$ cat src/rtl/alu_pkg.sv
// Shared ALU definitions: function indices, opcode encodings, latency classes
// and the issue-controller state type.
package alu_pkg;

  localparam int NUM_FUNC = 15;

  localparam logic [3:0] FUNC_ADD  = 4'd0;
  localparam logic [3:0] FUNC_SUB  = 4'd1;
  localparam logic [3:0] FUNC_MUL  = 4'd2;
  localparam logic [3:0] FUNC_DIV  = 4'd3;
  localparam logic [3:0] FUNC_MOD  = 4'd4;
  localparam logic [3:0] FUNC_MAX  = 4'd5;
  localparam logic [3:0] FUNC_MIN  = 4'd6;
  localparam logic [3:0] FUNC_NOT  = 4'd7;
  localparam logic [3:0] FUNC_NAND = 4'd8;
  localparam logic [3:0] FUNC_XNOR = 4'd9;
  localparam logic [3:0] FUNC_SHL  = 4'd10;
  localparam logic [3:0] FUNC_SHRL = 4'd11;
  localparam logic [3:0] FUNC_ROL  = 4'd12;
  localparam logic [3:0] FUNC_ROR  = 4'd13;
  localparam logic [3:0] FUNC_SLT  = 4'd14;

  localparam logic [4:0] OP_ADD   = 5'b00001;
  localparam logic [4:0] OP_SUB   = 5'b00010;
  localparam logic [4:0] OP_MUL   = 5'b00011;
  localparam logic [4:0] OP_DIV   = 5'b00100;
  localparam logic [4:0] OP_MOD   = 5'b00101;
  localparam logic [4:0] OP_MAX   = 5'b00110;
  localparam logic [4:0] OP_MIN   = 5'b00111;
  localparam logic [4:0] OP_NOT   = 5'b01000;
  localparam logic [4:0] OP_NAND  = 5'b01001;
  localparam logic [4:0] OP_XNOR  = 5'b01010;
  localparam logic [4:0] OP_SHL   = 5'b01011;
  localparam logic [4:0] OP_SHRL  = 5'b01100;
  localparam logic [4:0] OP_ROL   = 5'b01101;
  localparam logic [4:0] OP_ROR   = 5'b01110;
  localparam logic [4:0] OP_SLT   = 5'b01111;

  localparam logic [4:0] OP_ADDI  = 5'b10010;
  localparam logic [4:0] OP_SUBI  = 5'b10011;
  localparam logic [4:0] OP_MULI  = 5'b10100;
  localparam logic [4:0] OP_DIVI  = 5'b10101;
  localparam logic [4:0] OP_NANDI = 5'b10110;
  localparam logic [4:0] OP_XNORI = 5'b10111;

  typedef enum logic [1:0] {LAT_1, LAT_MUL, LAT_DIV} lat_class_e;

  typedef enum logic {ST_IDLE, ST_EXEC} state_e;

endpackage

$ cat src/rtl/alu_op_decode.sv
// Combinational opcode decoder: opcode -> function index, immediate flag,
// legality and latency class. Shared with the issue-queue block.
module alu_op_decode
  import alu_pkg::*;
#(
  parameter int OPW = 5
) (
  input  logic [OPW-1:0] opcode,
  output logic [3:0]     func_idx,
  output logic           imm,
  output logic           legal,
  output lat_class_e     lat
);

  logic [4:0] low;
  logic       hi_zero;

  assign low     = opcode[4:0];
  assign hi_zero = ((opcode >> 5) == '0);

  always_comb begin
    func_idx = '0;
    imm      = 1'b0;
    legal    = 1'b0;
    lat      = LAT_1;
    if (hi_zero) begin
      if (low >= OP_ADD && low <= OP_SLT) begin
        legal    = 1'b1;
        func_idx = 4'(low - 5'd1);
      end else begin
        unique case (low)
          OP_ADDI:  begin legal = 1'b1; imm = 1'b1; func_idx = FUNC_ADD;  end
          OP_SUBI:  begin legal = 1'b1; imm = 1'b1; func_idx = FUNC_SUB;  end
          OP_MULI:  begin legal = 1'b1; imm = 1'b1; func_idx = FUNC_MUL;  end
          OP_DIVI:  begin legal = 1'b1; imm = 1'b1; func_idx = FUNC_DIV;  end
          OP_NANDI: begin legal = 1'b1; imm = 1'b1; func_idx = FUNC_NAND; end
          OP_XNORI: begin legal = 1'b1; imm = 1'b1; func_idx = FUNC_XNOR; end
          default:  ;
        endcase
      end
    end
    if (func_idx == FUNC_MUL) begin
      lat = LAT_MUL;
    end else if (func_idx == FUNC_DIV || func_idx == FUNC_MOD) begin
      lat = LAT_DIV;
    end
  end

endmodule

$ cat src/rtl/alu_issue_ctrl.sv
// ALU issue controller: accepts one opcode per handshake, holds the decoded
// one-hot enable for the op's latency and pulses done on its last cycle.
module alu_issue_ctrl
  import alu_pkg::*;
#(
  parameter int OPW     = 5,
  parameter int MUL_LAT = 4,
  parameter int DIV_LAT = 16,
  parameter int CNTW    = 5
) (
  input  logic                clk,
  input  logic                rst_n,
  input  logic                in_valid,
  output logic                in_ready,
  input  logic [OPW-1:0]      opcode,
  input  logic                alu_enable,
  input  logic                flush,
  output logic [NUM_FUNC-1:0] func_en,
  output logic                imm_sel,
  output logic                busy,
  output logic                done,
  output logic                illegal
);

  localparam logic [CNTW-1:0] MUL_CNT = CNTW'(MUL_LAT - 1);
  localparam logic [CNTW-1:0] DIV_CNT = CNTW'(DIV_LAT - 1);

  state_e              state_q, state_d;
  logic [CNTW-1:0]     cnt_q, cnt_d, start_cnt;
  logic [NUM_FUNC-1:0] func_en_d;
  logic                imm_d, done_d, illegal_d;
  logic [3:0]          dec_idx;
  logic                dec_imm, dec_legal;
  lat_class_e          dec_lat;
  logic                accept, start;

  alu_op_decode #(.OPW(OPW)) u_decode (
    .opcode   (opcode),
    .func_idx (dec_idx),
    .imm      (dec_imm),
    .legal    (dec_legal),
    .lat      (dec_lat)
  );

  // In IDLE the counter is always zero, so cnt==0 alone marks a free slot.
  assign in_ready = rst_n && !flush && (state_q == ST_IDLE || cnt_q == '0);
  assign accept   = in_valid && in_ready;
  assign start    = accept && alu_enable && dec_legal;
  assign busy     = (state_q == ST_EXEC);

  always_comb begin
    start_cnt = '0;
    unique case (dec_lat)
      LAT_MUL: start_cnt = MUL_CNT;
      LAT_DIV: start_cnt = DIV_CNT;
      default: start_cnt = '0;
    endcase
  end

  always_comb begin
    state_d   = state_q;
    cnt_d     = cnt_q;
    func_en_d = func_en;
    imm_d     = imm_sel;
    illegal_d = 1'b0;
    if (flush) begin
      state_d   = ST_IDLE;
      cnt_d     = '0;
      func_en_d = '0;
      imm_d     = 1'b0;
    end else begin
      illegal_d = accept && alu_enable && !dec_legal;
      if (state_q == ST_EXEC && cnt_q != '0) begin
        cnt_d = cnt_q - 1'b1;
      end else if (start) begin
        state_d   = ST_EXEC;
        cnt_d     = start_cnt;
        func_en_d = NUM_FUNC'(1) << dec_idx;
        imm_d     = dec_imm;
      end else begin
        state_d   = ST_IDLE;
        cnt_d     = '0;
        func_en_d = '0;
        imm_d     = 1'b0;
      end
    end
    // done is registered, so it marks the upcoming final execute cycle.
    done_d = (state_d == ST_EXEC) && (cnt_d == '0);
  end

  always_ff @(posedge clk) begin
    if (!rst_n) begin
      state_q <= ST_IDLE;
      cnt_q   <= '0;
      func_en <= '0;
      imm_sel <= 1'b0;
      done    <= 1'b0;
      illegal <= 1'b0;
    end else begin
      state_q <= state_d;
      cnt_q   <= cnt_d;
      func_en <= func_en_d;
      imm_sel <= imm_d;
      done    <= done_d;
      illegal <= illegal_d;
    end
  end

endmodule

$ cat config.mk
export PLATFORM = sky130hd
export DESIGN_NAME = alu_issue_ctrl
export DESIGN_NICKNAME = d
export VERILOG_FILES = /design/src/rtl/alu_pkg.sv /design/src/rtl/alu_op_decode.sv /design/src/rtl/alu_issue_ctrl.sv
export SDC_FILE = /design/constraint.sdc
export NUM_CORES = 1
export LEC_CHECK = 0
export ABC_CLOCK_PERIOD_IN_PS = 2310
export BUFFER_PORTS_ARGS = -buffer_cell sky130_fd_sc_hd__buf_2
export CELL_PAD_IN_SITES_DETAIL_PLACEMENT = 1
export CELL_PAD_IN_SITES_GLOBAL_PLACEMENT = 1
export CORE_MARGIN = 2
export CORE_UTILIZATION = 35
export CTS_CLUSTER_DIAMETER = 150
export CTS_CLUSTER_SIZE = 28
export DETAILED_ROUTE_END_ITERATION = 12
export GPL_ROUTABILITY_DRIVEN = 0
export PLACE_DENSITY_LB_ADDON = 0.1
export SYNTH_ARGS = -nofsm -noshare
export SYNTH_HDL_FRONTEND = slang
export SYNTH_SLANG_ARGS = --single-unit
$ cat constraint.sdc
create_clock -name clk -period 2.31 [get_ports clk]
set_clock_uncertainty 0.05 [all_clocks]
set_input_delay 0.462 -clock clk [delete_from_list [all_inputs] [get_ports clk]]
set_output_delay 0.462 -clock clk [all_outputs]
set_load 0.02 [all_outputs]
== Word level (Yosys, flattened, before mapping) ==
Cells that the tools add are included.
W data, S select, Z words.
Operators by class
  reductions and logical operators: 18
  eq/ne operators: 11
  shift operators: 1
  mux-type cells: 16
  add/sub/neg operators: 2
  bitwise operators: 2
  magnitude comparators: 2
Operators with widths (count)
  $eq A5 B5 Y1 const B: 6
  $pmux W4 S5: 1
  $mux W15: 1
  $shl A1 B4 Y15 const A: 1
  $logic_not A5 Y1: 2
  $mux W5: 2
  $logic_and A1 B1 Y1: 9
  $eq A4 B2 Y1 const B: 2
  $mux W4: 2
  $pmux W4 S2: 1
  $mux W1: 7
  $reduce_or A6 Y1: 1
  $ge A5 B1 Y1 const B: 1
  $le A5 B4 Y1 const B: 1
  $reduce_bool A5 Y1: 1
  $sub A5 B1 Y5 const B: 1
  $eq A4 B3 Y1 const B: 1
  $mux W2: 2
  $sub A4 B1 Y4 const B: 1
  $eq A2 B1 Y1 const B: 1
  $eq A2 B2 Y1 const B: 1
  $logic_not A1 Y1: 2
  $logic_or A1 B1 Y1: 2
  $not A1 Y1: 2
  $reduce_or A2 Y1: 1
Word-level totals
  input port bits: 10
  output and inout port bits: 20
  word-level logic and storage cells: 58
  bits in registers: 24

== Depth between registers and ports, before layout ==
Gate-level depths: netlist (run 1).
  depth after elaboration: 14
  depth in mapped cells: 9
  gate-level depth less buffers: 8

== By module ==
From an unflattened synthesis (run 1), not the netlist that was laid out.
Second synthesis, totals
  cell total of the unflattened synthesis: 164
  area, all modules: 1438.9 um^2
Modules (own cells, without submodules)
  alu_issue_ctrl: cells each 131, area an instance 1193.6 um^2, seq. area each 480.5 um^2, times used 1
  alu_op_decode: cells each 33, area an instance 245.2 um^2, seq. area each 0.0 um^2, times used 1

== Least setup slack after synthesis (run 1) ==
Ideal clock, no wire load.
  path kind: register -> register
  start point: register cnt_q[0]
  end point: register done
  clock period less this slack: 2.158 ns
  path slack: 0.152 ns
  setup time: 0.127 ns
  data required time: 2.133 ns
  arrival time: 1.981 ns
  stages on the path, launching flop included: 9
  path buffers: 0
  cells stage by stage: dfxtp_1 -> inv_1 -> ha_1 -> inv_1 -> o41a_1 -> or3_4 -> nor3b_4 -> o21ai_1 -> nor4b_1
On the way
  word-level cells in the longest chain between the ends: 11
  elaborated cells between the ends (all ways): 17
  classes of those cells: add/sub (1); mux (6); reduce/logical (10)
RTL lines
  start: declaration: RTL line alu_issue_ctrl.sv:29  | logic [CNTW-1:0] cnt_q, cnt_d, start_cnt;
  start signal: assignment: RTL line alu_issue_ctrl.sv:101  | cnt_q <= cnt_d;
  $logic_not A5 Y1: RTL line alu_issue_ctrl.sv:46  | assign in_ready = rst_n && !flush && (state_q == ST_IDLE || cnt_q == '0);
  $logic_or A1 B1 Y1: RTL line alu_issue_ctrl.sv:46
  $logic_and A1 B1 Y1: RTL line alu_issue_ctrl.sv:46
  $logic_and A1 B1 Y1: RTL line alu_issue_ctrl.sv:47  | assign accept = in_valid && in_ready;
  $logic_and A1 B1 Y1 (2 in series): RTL line alu_issue_ctrl.sv:48  | assign start = accept && alu_enable && dec_legal;
  $mux W4: RTL line alu_issue_ctrl.sv:75  | end else if (start) begin
  $mux W5: RTL line alu_issue_ctrl.sv:73  | if (state_q == ST_EXEC && cnt_q != '0) begin
  $mux W5: RTL line alu_issue_ctrl.sv:66  | if (flush) begin
  $logic_not A5 Y1: RTL line alu_issue_ctrl.sv:88  | done_d = (state_d == ST_EXEC) && (cnt_d == '0);
  $logic_and A1 B1 Y1 (*): RTL line alu_issue_ctrl.sv:88
  end signal: assignment: RTL line alu_issue_ctrl.sv:104  | done <= done_d;
  end: declaration: RTL line alu_issue_ctrl.sv:21  | output logic done,
Every way passes the cells marked *; elsewhere a longest branch is shown, timed or not.
A chain may end at the register's enable or synchronous reset.

== Final worst setup path (run 1) ==
  start point: register cnt_q[0]
  end point: output in_ready
On the way
  word-level cells in the longest chain between the ends: 3
RTL lines
  $logic_not A5 Y1: RTL line alu_issue_ctrl.sv:46
  $logic_or A1 B1 Y1: RTL line alu_issue_ctrl.sv:46
  $logic_and A1 B1 Y1: RTL line alu_issue_ctrl.sv:46
  end: declaration: RTL line alu_issue_ctrl.sv:14  | output logic in_ready,
No other way between the ends.

==> PnR_summary.wiki, run 1 <==
{| class="wikitable"
! Metric !! Value
|-
| Per-cell routed wire length || 15.8 um
|-
| Ranking of synthesized cells by area || dfxtp_1 (38%), nor2_1 (8.4%), a32oi_1 (7.7%)
|-
| Register area share after synthesis || 38.5%
|-
| Number of synthesized flops with an enable pin || 0
|-
| Global-route usage over all layers || 20.2%
|-
| Count of state elements after synthesis || 24
|-
| Critical Path Sink Type || output port
|-
| Share of synthesized flip-flops with an asynchronous set or reset || 0%
|-
| Ratio of final minimum period to clock period || 97.1%
|-
| CTS tree || yes
|-
| Library cell occupying the most area in the post-synthesis netlist || dfxtp_1
|-
| Width of the die || 63.7 um
|-
| Hold violation total from the final report || 0
|-
| Clock transition at the register clock pins on the worst setup and hold paths after CTS || 0.14 ns
|-
| Warning count from the yosys run || 0
|-
| Worst path buffer plus inverter count || 4
|-
| Crit path kind || register to output port
|-
| First-pass DRT Iterations || 4
|-
| Final standard cell area without fillers || 1770 um^2
|-
| Final min period || 2.24 ns
|-
| Buffers from clock root to sink, at most || 2
|-
| Final wirelength || 3810 um
|-
| Pin count of the biggest net entering global routing || 24
|-
| Via count || 1266
|-
| Violation count after the first detailed-routing iteration || 52
|-
| Unrepaired setup endpoints after global routing || true
|-
| Floorplan Core Area || 3390 um^2
|-
| # rows || 21
|-
| Total power divided by cell area || 489 nW/um^2
|-
| Detailed Place HPWL || 2670 um
|-
| Clock buffers created by TritonCTS || 3
|-
| Launch point of the worst path || cnt_q[0]
|-
| Maximum ir drop on the vdd rail || 0.000264 V
|-
| Transition time at the pin with the least slew margin || 0.371 ns
|-
| Worst path arrival time || 1.73 ns
|-
| DRC errors left || 0
|-
| Boundary Pins || 30
|-
| Per-instance average area after synthesis || 9.05 um^2
|-
| Vias in the first global route || 1299
|-
| Total leakage power || 0.767 nW
|-
| Layout cells sized above 1 || 40.5%
|-
| Routed via count divided by cell count || 5.25
|-
| Cell-by-cell listing of the critical path || inv_2 > ha_4 > inv_2 > o41a_1 > buf_8 > nor2_2 > buf_6
|-
| Maxcap violations || 0
|-
| Number of cells produced by synthesis || 138
|-
| Pre-CTS worst setup slack || -0.134 ns
|-
| Library cell appearing most often on the critical path || inv_2
|-
| Overflow after GRT || 0
|-
| First-pass GRT wire length || 6430 um
|-
| Area after DPL || 1570 um^2
|-
| Placed Cells incl. Taps || 226
|-
| Residual antenna-violating net count after detailed routing || 0
|-
| Number of antenna violations at the first check in global routing || 0
|-
| Filler-free cell count of the finished design || 241
|-
| Library cell used as clock root buffer || clkbuf_4
|-
| Relative slew margins || 75.0%
|-
| Start point of the worst hold path || func_en[9]
|-
| Final setup violation count || 0
|-
| Yosys top cell area share || 38.5%
|-
| Clock latency on the worst-skew pair || 0.32 ns
|-
| Final net count || 212
|-
| Critical path's top delay family || compound AO/OA/AOI/OAI gates
|-
| Worst path max stage delay || 0.43 ns
|-
| Initial standard-cell utilization of the core || 36.8%
|-
| Outcome || complete, no violations
|-
| Number of sinks on the clock net || 24
|-
| Max H-tree Level || 1
|-
| N_diodes || 0
|-
| Required time reported for the critical path endpoint || 1.80 ns
|-
| Achievable Freq || 446 MHz
|-
| Largest driver fanout on the critical path || 7
|-
| Cell variety after synth || 40
|-
| Cell area after technology mapping || 1250 um^2
|-
| Final number of max-transition violations || 0
|-
| Crit-path slowest cell || o41a_1
|-
| Area of the die || 4060 um^2
|-
| Reg2Reg Launch Point || cnt_q[0]
|-
| Count of input and output buffers || 29
|-
| Area growth from synthesis to layout || 41.4%
|-
| Post-layout worst setup margin || 0.0661 ns
|-
| Overall die height || 63.7 um
|-
| Syn_nets || 154
|-
| Path class of the lowest-slack min-delay path || register to register
|-
| Startpoint Class || register
|-
| Ys flop type || dfxtp_1
|}
[routing by layer]
| metal | vias to the layer above | share of wire [%] | wire length (um) | global-route usage, % |
|---|---|---|---|---|
| li1 | 620 | - | - | - |
| met1 | 618 | 44 | 1690 | 25.9 |
| met2 | 26 | 52 | 1970 | 36.2 |
| met3 | 2 | 3.4 | 130 | 1.94 |
| met4 | 0 | 0.50 | 19 | 4.89 |
| met5 | - | 0 | 0 | 0 |
[through the flow]
stage	utilization [%]	TNS (ns)	power, mW	hold slack, ns
final	52.1	0	0.863	0.451
after global placement	46.3	-0.0166	0.555	0.419
after global routing	52.1	-0.0928	0.913	0.482
after floorplan	-	0	0.502	0.489
after detailed placement	46.3	-1.54	0.559	0.428
after CTS	49.4	0	0.875	0.462
[path summary, 6_finish.rpt]
kind / slack [ns] / end / cells past startpoint
hold / removal: 0.45 / func_en[9] / 2
setup / recovery: 0.07 / in_ready / 7
hold reg to reg: 0.45 / func_en[9] / 2
setup reg to reg: 0.10 / func_en[10] / 8
[tightest hold or removal path: cells and delay by family, from the launching register on]
kind	cells	cell delay [ns]
AO/OA/AOI/OAI	1	0.06
flip-flops	1	0.35
AND/OR/NAND/NOR	1	0.07
[cell usage after synthesis (2+ instances only)]
library cell  instances
ha_1                  6
inv_1                 6
nand2b_1              3
o31ai_1               2
o21ai_1               2
a32oi_1              11
xnor2_1               3
nor2_1               28
nor2b_1               4
nor3_1                6
dfxtp_1              24
a22oi_1               5
nand2_1               4
clkbuf_1              4
and2_1                2
a21oi_1               4
[cell usage in the layout (no fill, tap or decap), types with 2 or more instances in the layout]
master,n
inv_2,3
clkbuf_4,3
buf_4,28
nor2_1,27
xnor2_1,3
dfxtp_2,2
ha_1,5
nand2_1,4
inv_1,3
nor3_1,6
o21ai_1,2
a21oi_1,4
buf_2,28
nand2b_1,3
buf_6,2
a22oi_1,5
o31ai_1,2
and2_1,2
nor2b_1,4
a32oi_1,11
dfxtp_1,22
[kinds of logic after synthesis]
logic type	synth area share (%)
xor gates and xnor gates	2.81
buffers and inverters	4.31
AOI/OAI and AO/OA	22.6
adders and majority gates	6.01
muxes	0.802
and+or+nand+nor	24.9
DFF	38.5
[sequential cells by signal, indices dropped and copies added (netlist names)]
register / count
func_en: 15
cnt_q: 5
busy: 1
done: 1
illegal: 1
imm_sel: 1
[where the power goes]
group          switching (mW)  internal, mW
registers            0.000874         0.415
logic                  0.0774        0.0614
clock network           0.133         0.175
total                   0.211         0.652
[area by class of cell]
cell class	instances	area, um^2
Clock buffer	3	22.5
Clock inverter	1	30.0
Fill cell	415	1620
Inverter	6	22.5
Multi-Input combinational cell	101	729
Sequential cell	24	483
Tap cell	46	57.6
Timing Repair Buffer	60	420
[repair_timing]
action	in CTS	in global routing
cloned	1	0
setup buffers	1	9
pin swaps	1	6
hold buffers	0	0
setup endpoints to repair	4	17
resized for setup	3	10
Power figures use the tool's default switching activity.
==> run 2: changes to the inputs <==
Settings changed: ABC_CLOCK_PERIOD_IN_PS 2310 to 2500, CORE_UTILIZATION 35 to 39, SKIP_CTS_REPAIR_TIMING set to 1.
Clock period 2.31 ns to 2.5 ns, I/O delays scaled along.
==> PnR_summary.wiki, run 2 (synthesis gave the netlist of run 1 again) <==
{| class="wikitable"
! Metric !! Value
|-
| Residual antenna-violating net count after detailed routing || 0 (unchanged)
|-
| Number of antenna violations at the first check in global routing || 0 (unchanged)
|-
| Boundary Pins || 30 (unchanged)
|-
| Outcome || complete, no violations (unchanged)
|-
| Detailed Place HPWL || 2390 um (was 2670 um)
|-
| Largest driver fanout on the critical path || 23 (was 7)
|-
| Total power divided by cell area || 463 nW/um^2 (was 489 nW/um^2)
|-
| Final number of max-transition violations || 0 (unchanged)
|-
| Biggest register || func_en (unchanged)
|-
| Critical Path Sink Type || output port (unchanged)
|-
| N_diodes || 0 (unchanged)
|-
| Width of the die || 60.6 um (was 63.7 um)
|-
| Library cell used as clock root buffer || clkbuf_4 (unchanged)
|-
| Crit path kind || register to output port (unchanged)
|-
| Maximum ir drop on the vdd rail || 0.000266 V (was 0.000264 V)
|-
| Launch point of the worst path || cnt_q[0] (unchanged)
|-
| Floorplan Core Area || 3050 um^2 (was 3390 um^2)
|-
| Final net count || 188 (was 212)
|-
| Count of filler cells inserted in the layout || 388 (was 415)
|-
| Placed Cells incl. Taps || 211 (was 226)
|-
| Violation count after the first detailed-routing iteration || 24 (was 52)
|-
| Vias in the first global route || 1142 (was 1299)
|-
| First-pass DRT Iterations || 4 (unchanged)
|-
| First-pass GRT wire length || 5190 um (was 6430 um)
|-
| Buffers from clock root to sink, at most || 2 (unchanged)
|-
| Reg2Reg Launch Point || cnt_q[0] (unchanged)
|-
| Ratio of final minimum period to clock period || 96.1%
|-
| Max H-tree Level || 1 (unchanged)
|-
| Final wirelength || 3050 um (was 3810 um)
|-
| Final setup violation count || 0 (unchanged)
|-
| Per-cell routed wire length || 14.2 um (was 15.8 um)
|-
| Unrepaired setup endpoints after global routing || false (was true)
|-
| Overall die height || 60.6 um (was 63.7 um)
|-
| Relative slew margins || 49.5% (was 75.0%)
|-
| Startpoint Class || register (unchanged)
|-
| Layout cells sized above 1 || 28.1% (was 40.5%)
|-
| Path class of the lowest-slack min-delay path || register to register (unchanged)
|-
| Area growth from synthesis to layout || 20.9% (was 41.4%)
|-
| # rows || 20 (was 21)
|-
| Routed via count divided by cell count || 5.29 (was 5.25)
|-
| Total leakage power || 0.629 nW (was 0.767 nW)
|-
| Via count || 1137 (was 1266)
|-
| Area of the die || 3670 um^2 (was 4060 um^2)
|-
| Clock latency on the worst-skew pair || 0.32 ns (about the same)
|-
| Overflow after GRT || 0 (unchanged)
|-
| DRC errors left || 0 (unchanged)
|-
| Count of input and output buffers || 29 (unchanged)
|-
| Clock transition at the register clock pins on the worst setup and hold paths after CTS || 0.14 ns (about the same)
|-
| Flip-flop count of the largest register, all copies and words added || 15 (unchanged)
|-
| Clock buffers created by TritonCTS || 3 (unchanged)
|-
| Largest registers || func_en x15, cnt_q x5 (unchanged)
|-
| Global-route usage over all layers || 18.7% (was 20.2%)
|-
| Transition time at the pin with the least slew margin || 0.748 ns (was 0.371 ns)
|-
| Commonest non-fill, non-tap cells in the layout || buf_2 (29), nor2_1 (28), dfxtp_1 (24) (was buf_2 (28), buf_4 (28), nor2_1 (27))
|-
| Initial standard-cell utilization of the core || 40.9% (was 36.8%)
|-
| Pin count of the biggest net entering global routing || 25 (was 24)
|-
| Maxcap violations || 0 (unchanged)
|-
| Commonest non-fill, non-tap cell in the layout || buf_2
|-
| Start point of the worst hold path || func_en[10] (was func_en[9])
|-
| Worst path arrival time || 1.85 ns (was 1.73 ns)
|-
| Hold violation total from the final report || 0 (unchanged)
|-
| Filler-free cell count of the finished design || 215 (was 241)
|-
| Final min period || 2.40 ns
|-
| Number of sinks on the clock net || 24 (unchanged)
|-
| Achievable Freq || 416 MHz
|-
| Required time reported for the critical path endpoint || 1.95 ns (was 1.80 ns)
|-
| CTS tree || yes (unchanged)
|-
| Power consumption || 699 uW (was 863 uW)
|}
==> run 2: path summary, 6_finish.rpt <==
path	end	cells past startpoint	slack [ns]
min reg2reg	func_en[10]	2	0.45
max	in_ready	7	0.1
max reg2reg	func_en[2]	9	0.21
min	func_en[10]	2	0.45
==> run 2: stage by stage <==
stage / setup slack (ns) / setup TNS, ns / util (%) / instance area (um^2) / hold slack, ns
floorplan: 0.333 / 0 / - / 1250 / 0.489
global placement: -0.00713 / -0.0129 / 48.2 / 1470 / 0.418
detailed placement: -0.0701 / -0.235 / 48.2 / 1470 / 0.424
CTS: 0.0531 / 0 / 49.3 / 1510 / 0.460
global route: 0.00984 / 0 / 49.5 / 1510 / 0.491
finish: 0.0965 / 0 / 49.5 / 1510 / 0.452
==> run 2: final cells by class <==
class                      count  area [um^2]  area share, %
inverter                       6         22.5           1.49
timing repair buffer          36          201           13.3
multi-input combinational    101          714           47.3
clock buffer                   4         36.3           2.40
tap                           44         55.1           3.65
sequential                    24          480           31.8
==> run 2: report_power, final <==
part | total [mW] | switching, mW | leakage (nW) | internal (mW)
logic | 0.105 | 0.0646 | 0.415 | 0.0407
clock network | 0.210 | 0.121 | 0.0210 | 0.0890
registers | 0.384 | 0.000664 | 0.193 | 0.384
==> run 2: per-layer routing <==
metal | track usage (%) | up-vias | share of wire [%]
met1 | 24.1 | 539 | 46
met4 | 5.90 | 0 | 0.62
met3 | 2.99 | 2 | 3.8
met5 | 0 | - | 0
li1 | - | 574 | -
met2 | 32.1 | 22 | 49
==> run 2: worst max-delay path: stages, from the launching register on <==
cell and delay, ns:
dfxtp_1 0.35, inv_1 0.10, ha_1 0.16, inv_1 0.05, o41a_1 0.44, buf_6 0.18, nor2_1 0.09, buf_2 0.16
==> run 3: changes to the inputs <==
Settings changed: PLACE_DENSITY set to 0.83, PLACE_DENSITY_LB_ADDON 0.1 to unset, RECOVER_POWER set to 100.
==> PnR_summary.wiki, run 3 (synthesis gave the netlist of run 1 again) <==
{| class="wikitable"
! Metric !! Value
|-
| Outcome || complete, no violations (unchanged)
|-
| Commonest non-fill, non-tap cell in the layout || nor2_1 (was buf_2)
|-
| Hold violation total from the final report || 0 (unchanged)
|-
| Count of input and output buffers || 29 (unchanged)
|-
| Area of all sequential standard cells || 480 um^2 (unchanged)
|-
| Worst path arrival time || 1.85 ns (about the same)
|-
| Final min period || 2.40 ns (about the same)
|-
| Overall die height || 60.6 um (unchanged)
|-
| Achievable Freq || 417 MHz (was 416 MHz)
|-
| Power consumption || 769 uW (was 699 uW)
|-
| Post-layout worst setup margin || 0.101 ns (was 0.0965 ns)
|-
| Biggest register || func_en (unchanged)
|-
| Clock buffers created by TritonCTS || 3 (unchanged)
|-
| Clock latency on the worst-skew pair || 0.31 ns (was 0.32 ns)
|-
| Relative slew margins || 52.7% (was 49.5%)
|-
| Flip-flop count of the largest register, all copies and words added || 15 (unchanged)
|-
| Floorplan Core Area || 3050 um^2 (unchanged)
|-
| Count of filler cells inserted in the layout || 391 (was 388)
|-
| Width of the die || 60.6 um (unchanged)
|-
| Launch point of the worst path || cnt_q[0] (unchanged)
|-
| Detailed Place HPWL || 2580 um (was 2390 um)
|-
| Number of antenna violations at the first check in global routing || 0 (unchanged)
|-
| Buffers from clock root to sink, at most || 2 (unchanged)
|-
| Per-cell routed wire length || 15.2 um (was 14.2 um)
|-
| Library cell used as clock root buffer || clkbuf_4 (unchanged)
|-
| Maximum ir drop on the vdd rail || 0.000232 V (was 0.000266 V)
|-
| DRC errors left || 0 (unchanged)
|-
| Reg2Reg Launch Point || cnt_q[0] (unchanged)
|-
| Required time reported for the critical path endpoint || 1.95 ns (about the same)
|-
| Boundary Pins || 30 (unchanged)
|-
| Clock transition at the register clock pins on the worst setup and hold paths after CTS || 0.13 ns (was 0.14 ns)
|-
| Commonest non-fill, non-tap cells in the layout || nor2_1 (28), dfxtp_1 (24), clkbuf_1 (19) (was buf_2 (29), nor2_1 (28), dfxtp_1 (24))
|-
| # rows || 20 (unchanged)
|-
| Transition time at the pin with the least slew margin || 0.700 ns (was 0.748 ns)
|-
| Final wirelength || 3270 um (was 3050 um)
|-
| Routed via count divided by cell count || 5.50 (was 5.29)
|-
| Register-to-register setup slack || 0.15 ns (was 0.21 ns)
|-
| Via count || 1182 (was 1137)
|-
| Area growth from synthesis to layout || 19.6% (was 20.9%)
|-
| Core utilization of the finished layout || 48.9% (was 49.5%)
|-
| Largest driver fanout on the critical path || 23 (unchanged)
|-
| Total power divided by cell area || 515 nW/um^2 (was 463 nW/um^2)
|-
| Maxcap violations || 0 (unchanged)
|-
| N_diodes || 0 (unchanged)
|-
| Worst reg2reg path endpoint || cnt_q[1] (was func_en[2])
|-
| Unrepaired setup endpoints after global routing || false (unchanged)
|-
| Pin count of the biggest net entering global routing || 25 (unchanged)
|-
| First-pass DRT Iterations || 4 (unchanged)
|-
| Initial standard-cell utilization of the core || 40.9% (unchanged)
|-
| Final net count || 188 (unchanged)
|-
| Overflow after GRT || 0 (unchanged)
|-
| First-pass GRT wire length || 5550 um (was 5190 um)
|-
| Startpoint Class || register (unchanged)
|-
| Residual antenna-violating net count after detailed routing || 0 (unchanged)
|-
| R2r worst-path depth || 9 (unchanged)
|-
| Final number of max-transition violations || 0 (unchanged)
|-
| Global-route usage over all layers || 19.7% (was 18.7%)
|-
| Footprint of the multi-input gates || 699 um^2 (was 714 um^2)
|-
| Path class of the lowest-slack min-delay path || register to register (unchanged)
|-
| CTS tree || yes (unchanged)
|-
| Capture point of the critical path || in_ready (unchanged)
|-
| Final setup violation count || 0 (unchanged)
|-
| Ratio of final minimum period to clock period || 96.0% (was 96.1%)
|-
| Number of sinks on the clock net || 24 (unchanged)
|-
| Vias in the first global route || 1198 (was 1142)
|-
| Layout cells sized above 1 || 15.2% (was 28.1%)
|-
| Largest registers || func_en x15, cnt_q x5 (unchanged)
|-
| Crit path kind || register to output port (unchanged)
|-
| Hold WS || 0.455 ns (was 0.452 ns)
|-
| Critical Path Sink Type || output port (unchanged)
|-
| Max H-tree Level || 1 (unchanged)
|-
| Pre-CTS worst setup slack || -0.120 ns (was -0.0701 ns)
|-
| Total leakage power || 0.549 nW (was 0.629 nW)
|-
| Violation count after the first detailed-routing iteration || 49 (was 24)
|-
| Area of the die || 3670 um^2 (unchanged)
|}
run 3: cell count changes in the layout (fill, tap and decap cells not counted), sizes merged:
cell,delta
buf,-19
clkbuf,+18
bufinv,+1
run 3: worst min-delay path by stage:
stage	to	startpoint	slack, ns	cells after the start
2_1_floorplan	cnt_q[0]	cnt_q[0]	0.49	3
3_3_place_gp	func_en[8]	func_en[8]	0.42	2
3_5_place_dp	func_en[14]	func_en[14]	0.43	2
4_1_cts	func_en[8]	func_en[8]	0.46	2
5_1_grt	func_en[14]	func_en[14]	0.49	2
6_report	func_en[8]	func_en[8]	0.45	2
run 3: stage by stage:
| step | cell area, um^2 | setup TNS (ns) | instances |
|---|---|---|---|
| after floorplan | 1250 | 0 | 138 |
| after global placement | 1470 | 0 | 211 |
| after detailed placement | 1470 | -0.300 | 211 |
| after CTS | 1520 | 0 | 215 |
| after global routing | 1490 | 0 | 215 |
| final | 1490 | 0 | 215 |
run 3: power breakdown:
group	total [mW]	internal, mW	switching, mW
logic	0.105	0.0399	0.0647
registers	0.384	0.384	0.000669
clock network	0.280	0.162	0.118
total	0.769	0.586	0.183
run 3: area by class of cell:
type / count / share of cell area [%]
clock buffers: 3 / 1.51
repair buffers: 36 / 12.3
flip-flops and latches: 24 / 32.2
well taps: 44 / 3.69
inverters: 6 / 1.51
multi-input cells: 101 / 46.8
clock inverters: 1 / 2.01
run 3: worst max-delay path, cell delays in order, from the launching register on:
cell     delay (ns)
dfxtp_1        0.35
inv_1          0.11
ha_1           0.15
inv_1          0.05
o41a_1         0.46
buf_8          0.18
nor2_1         0.09
buf_4          0.14
run 3: routing by layer:
metal | wire [um] | GRT usage (%)
met1 | 1390 | 23.9
met2 | 1730 | 36.4
met3 | 101 | 2.35
met4 | 44 | 5.90
met5 | 0 | 0
